**src/rtl/alu_arbiter.sv**
```systemverilog
// Two-requester front end for one shared ALU: grants one operation at a time,
// holds it on the ALU for one EXEC cycle and returns the captured result.
// Optional ALU_ARB_ROUND_ROBIN_EN: round-robin grant on contention (default: req0 wins).
module alu_arbiter (
   input  logic        clk,
   input  logic        reset,
   input  logic        req0_valid,
   output logic        req0_ready,
   input  logic [2:0]  req0_aluop,
   input  logic [5:0]  req0_funct,
   input  logic [31:0] req0_a,
   input  logic [31:0] req0_b,
   input  logic        req1_valid,
   output logic        req1_ready,
   input  logic [2:0]  req1_aluop,
   input  logic [5:0]  req1_funct,
   input  logic [31:0] req1_a,
   input  logic [31:0] req1_b,
   output logic [2:0]  alu_op,
   output logic [5:0]  alu_funct,
   output logic [31:0] alu_a,
   output logic [31:0] alu_b,
   input  logic [3:0]  alu_operation,
   input  logic [31:0] alu_result,
   input  logic        alu_zero,
   output logic        rsp0_valid,
   output logic        rsp1_valid,
   output logic [31:0] rsp_result,
   output logic        rsp_zero,
   output logic        rsp_err,
   output logic        busy
);

   localparam int unsigned OP_W     = 3;
   localparam int unsigned FUNCT_W  = 6;
   localparam int unsigned DATA_W   = 32;
   localparam int unsigned ALUCTL_W = 4;
   localparam logic [ALUCTL_W-1:0] ALU_CTL_DEFAULT = ALUCTL_W'(4'b1001);

   typedef enum logic {
      S_IDLE = 1'b0,
      S_EXEC = 1'b1
   } state_e;

   typedef struct packed {
      logic [OP_W-1:0]    op;
      logic [FUNCT_W-1:0] funct;
      logic [DATA_W-1:0]  a;
      logic [DATA_W-1:0]  b;
   } alu_req_t;

   state_e            state_q, state_d;
   logic              last_grant_q, last_grant_d;
   alu_req_t          alu_req_q, alu_req_d;
   logic [DATA_W-1:0] rsp_result_q, rsp_result_d;
   logic              rsp_zero_q, rsp_zero_d;
   logic              rsp_err_q, rsp_err_d;
   logic              rsp0_valid_q, rsp0_valid_d;
   logic              rsp1_valid_q, rsp1_valid_d;
   logic              busy_q, busy_d;

   logic     grant_c;
   logic     idle_c;
   logic     xfer_c;
   alu_req_t req0_c, req1_c;

   assign req0_c = '{op: req0_aluop, funct: req0_funct, a: req0_a, b: req0_b};
   assign req1_c = '{op: req1_aluop, funct: req1_funct, a: req1_a, b: req1_b};

   // Grant select: 0 = req0, 1 = req1; only meaningful when some requester is valid.
   always_comb begin
      grant_c = 1'b0;
`ifdef ALU_ARB_ROUND_ROBIN_EN
      if (req0_valid && req1_valid) begin
         grant_c = ~last_grant_q;
      end else begin
         grant_c = req1_valid;
      end
`else
      grant_c = ~req0_valid & req1_valid;
`endif
   end

   // Readies are held low while reset is asserted, even mid-operation.
   assign idle_c     = (state_q == S_IDLE) && reset;
   assign req0_ready = idle_c && req0_valid && !grant_c;
   assign req1_ready = idle_c && req1_valid && grant_c;
   assign xfer_c     = req0_ready || req1_ready;

   // Next-state and registered-output logic.
   always_comb begin
      state_d      = state_q;
      last_grant_d = last_grant_q;
      alu_req_d    = alu_req_q;
      rsp_result_d = rsp_result_q;
      rsp_zero_d   = rsp_zero_q;
      rsp_err_d    = rsp_err_q;
      rsp0_valid_d = 1'b0;
      rsp1_valid_d = 1'b0;

      unique case (state_q)
         S_IDLE: begin
            if (xfer_c) begin
               alu_req_d    = grant_c ? req1_c : req0_c;
               last_grant_d = grant_c;
               state_d      = S_EXEC;
            end
         end
         S_EXEC: begin
            // last_grant_q names the owner of the operation now on the ALU.
            rsp_result_d = alu_result;
            rsp_zero_d   = alu_zero;
            rsp_err_d    = (alu_operation == ALU_CTL_DEFAULT);
            rsp0_valid_d = ~last_grant_q;
            rsp1_valid_d = last_grant_q;
            state_d      = S_IDLE;
         end
         default: state_d = S_IDLE;
      endcase

      busy_d = (state_d == S_EXEC);
   end

   always_ff @(posedge clk) begin
      if (!reset) begin
         state_q      <= S_IDLE;
         last_grant_q <= 1'b1;
         alu_req_q    <= '0;
         rsp_result_q <= '0;
         rsp_zero_q   <= 1'b0;
         rsp_err_q    <= 1'b0;
         rsp0_valid_q <= 1'b0;
         rsp1_valid_q <= 1'b0;
         busy_q       <= 1'b0;
      end else begin
         state_q      <= state_d;
         last_grant_q <= last_grant_d;
         alu_req_q    <= alu_req_d;
         rsp_result_q <= rsp_result_d;
         rsp_zero_q   <= rsp_zero_d;
         rsp_err_q    <= rsp_err_d;
         rsp0_valid_q <= rsp0_valid_d;
         rsp1_valid_q <= rsp1_valid_d;
         busy_q       <= busy_d;
      end
   end

   assign alu_op     = alu_req_q.op;
   assign alu_funct  = alu_req_q.funct;
   assign alu_a      = alu_req_q.a;
   assign alu_b      = alu_req_q.b;
   assign rsp_result = rsp_result_q;
   assign rsp_zero   = rsp_zero_q;
   assign rsp_err    = rsp_err_q;
   assign rsp0_valid = rsp0_valid_q;
   assign rsp1_valid = rsp1_valid_q;
   assign busy       = busy_q;

endmodule

```
**config.mk**
```make
export PLATFORM = sky130hd
export DESIGN_NAME = alu_arbiter
export DESIGN_NICKNAME = d
export VERILOG_FILES = /design/src/rtl/alu_arbiter.sv
export SDC_FILE = /design/constraint.sdc
export NUM_CORES = 1
export LEC_CHECK = 0
export CAP_MARGIN = 5
export CELL_PAD_IN_SITES_DETAIL_PLACEMENT = 0
export CELL_PAD_IN_SITES_GLOBAL_PLACEMENT = 1
export CORE_ASPECT_RATIO = 1.5
export CORE_MARGIN = 2
export CORE_UTILIZATION = 25
export DETAILED_ROUTE_END_ITERATION = 12
export HOLD_SLACK_MARGIN = 0.15
export PLACE_DENSITY = 0.82
export SYNTH_ARGS = -nofsm -noshare
export SYNTH_HDL_FRONTEND = slang
export SYNTH_SLANG_ARGS = --single-unit
```
**constraint.sdc**
```tcl
create_clock -name clk -period 3.4 [get_ports clk]
set_input_delay 0.68 -clock clk [delete_from_list [all_inputs] [get_ports clk]]
set_output_delay 0.68 -clock clk [all_outputs]
set_load 0.05 [all_outputs]
```
==> flow_summary.json <==
{
  "drc": 0,
  "cpPeakStageDelay_ns": 0.50,
  "cts_resized": 0,
  "hp-class": "reg2reg",
  "ys_async_sr_fraction_pct": 0,
  "ir_drop_v": 0.000254,
  "period_share_pct": 75.5,
  "num_rows": 63,
  "antenna_left": 0,
  "insertion_delay_ns": 0.36,
  "antenna_found_initial": 0,
  "cp_top_family": "buffers and inverters",
  "p_leak_nw": 2.99,
  "worstMarginPinSlew_ns": 0.897,
  "ys.flop_type": "dfxtp_1",
  "synth_area_leaders": "dfxtp_1, a311oi_2, nand2_1",
  "global_route.overflow_total": 0,
  "setup.worst_path.class": "in2out",
  "synth_cell_types": 23,
  "cts_tree": "done",
  "post_drt_wl_per_cell_um": 16.4,
  "start_util_pct": 25.4,
  "postCtsSetupRepairBufs": 0,
  "syn_inst": 542,
  "yosysTopAreaCell": "dfxtp_1",
  "syn2layout_area_growth_pct": 68.4,
  "drive_above_1_share_pct": 11.5,
  "finalHoldViolCount": 0,
  "cts-buffers-inserted": 9,
  "cts.sinks": 111,
  "grt_pass1_vias": 4941,
  "finalClockSkew_ns": 0.00923,
  "fp.dieH_um": 177,
  "coreArea_sq_um": 19700,
  "finalSetupTns_ns": 0,
  "fin_crit_ns": 2.57,
  "routed_wl_um": 17500,
  "dr.first_iter.drc_count": 212,
  "dpl.hpwl_um": 11900,
  "cp.arrival_ns": 1.89,
  "crit_buf_inv": 2,
  "rsz0062_at_grt": "no",
  "slowest_stage": "clkdlybuf4s50_1",
  "synth_top_area_share_pct": 44.4,
  "dr.pass1.iters": 4,
  "outcome": "finished clean",
  "cp_data_required_time_ns": 2.72,
  "grt_pass1_wl_um": 27200,
  "htreeDepth": 3,
  "synth_edf_count": 0,
  "yosysMostFrequentCell": "nand2_1",
  "setup-violations-final": 0,
  "fmax_ghz": 0.390,
  "synth-seq-cells": 111,
  "slew_headroom_pct": 40.2,
  "cp-start-kind": "input port",
  "yosys_warnings": 0,
  "clockBufferDepth": 2,
  "gr-usage-all-layers_pct": 16.3,
  "maxCapViolCount": 0,
  "nets": 991,
  "synth-seq-area-share_pct": 44.4,
  "powerDensity_nw_per_um2": 436,
  "dr_total_vias": 4935,
  "postSynthAreaPerCell_sq_um": 9.24,
  "worstPathMaxFanout": 5,
  "cts_root_buf": "clkbuf_16",
  "cts_hold_buf": 0,
  "synth_common_cells": "nand2_1, dfxtp_1, a21oi_1, a311oi_2",
  "worst_hold_slack_ns": 0.471,
  "vias_per_cell": 4.62,
  "syn_nets": 729,
  "grt_max_degree": 109,
  "place.gp.congestion": 0.809,
  "clk_pin_slew_ns": 0.08,
  "diodes": 0,
  "die-area_sq_um": 21200,
  "die_w_um": 120,
  "portBuffers": 298,
  "cp-end-kind": "output pin",
  "cp_cell_sequence": "clkdlybuf4s50_1, nand2b_2, nor3_1, buf_12",
  "slew_viol_final": 0,
  "synthesis.area_sq_um": 5010,
  "ioPinCount": 299
}
==> through the flow <==
| stage | std cells | worst slack [ns] | instance area [sq um] | util (%) | total power, mW |
|---|---|---|---|---|---|
| 3_5_place_dp | 1053 | 0.564 | 8130 | 41.3 | 2.65 |
| 2_1_floorplan | 542 | 0.657 | 5010 | - | 2.17 |
| 6_report | 1069 | 0.833 | 8430 | 42.8 | 3.68 |
| 4_1_cts | 1069 | 0.825 | 8430 | 42.8 | 3.74 |
| 3_3_place_gp | 1053 | 0.592 | 8130 | 41.3 | 2.65 |
| 5_1_grt | 1069 | 0.778 | 8430 | 42.8 | 3.85 |
==> tightest hold or removal path: cells and delay by family, from the launching register on <==
family           cells  cell delay, ns
AO/OA/AOI/OAI        1            0.05
flip-flops           1            0.31
AND/OR/NAND/NOR      1            0.06
==> worst paths after layout <==
path,start,end,slack (ns),depth (start not counted)
max reg2reg,busy,alu_a[29],1.36,4
min reg2reg,rsp_err,rsp_err,0.47,2
max,req0_valid,req1_ready,0.83,4
min,rsp_err,rsp_err,0.47,2
==> layout make-up <==
type	count	area, sq um
Clock buffer	9	225
Clock inverter	7	76.3
Fill cell	1967	11300
Inverter	2	10.0
Multi-Input combinational cell	374	2490
Sequential cell	111	2220
Tap cell	260	325
Timing Repair Buffer	306	3090
==> sequential cells by signal (all words and copies together), names as in the netlist <==
name and count:
rsp1_valid 1, rsp0_valid 1, busy 1, last_grant_q 1, alu_a 32, alu_funct 6
rsp_err 1, alu_b 32, rsp_result 32, alu_op 3, rsp_zero 1
==> where the power goes <==
part | total (mW) | leakage, nW | switching, mW | internal [mW]
sequential | 1.45 | 0.915 | 0.0545 | 1.40
clock | 1.07 | 0.140 | 0.547 | 0.520
combinational | 1.16 | 1.94 | 0.667 | 0.492
==> layout by cell type, fill, tap and decap left out, drive strengths merged <==
cell type / count
clkdlybuf4s50: 296
nand2: 147
dfxtp: 111
a21oi: 75
a311oi: 73
nor2: 34
mux2i: 33
buf: 10
clkbuf: 9
inv: 4
clkinv: 3
nor3: 2
clkinvlp: 2
and2: 2
nor2b: 2
and2b: 1
nand2b: 1
or2: 1
o21ai: 1
nand4: 1
and3: 1
==> metal layers <==
layer  up-vias  track usage (%)  wire length (um)
li1       2446                -                 -
met1      2273             18.0              6570
met2       196             29.4              9170
met3        20             4.76              1290
met4         0             5.69               449
met5         -                0                 0
==> logic make-up after synthesis <==
| kind of cell | Yosys count | share of synthesized area [%] |
|---|---|---|
| flip-flops | 111 | 44.4 |
| buffers and inverters | 57 | 6.24 |
| AND/OR/NAND/NOR | 192 | 15.0 |
| AO/OA/AOI/OAI | 149 | 27.8 |
| multiplexers | 33 | 6.59 |
Power figures use the tool's default switching activity.
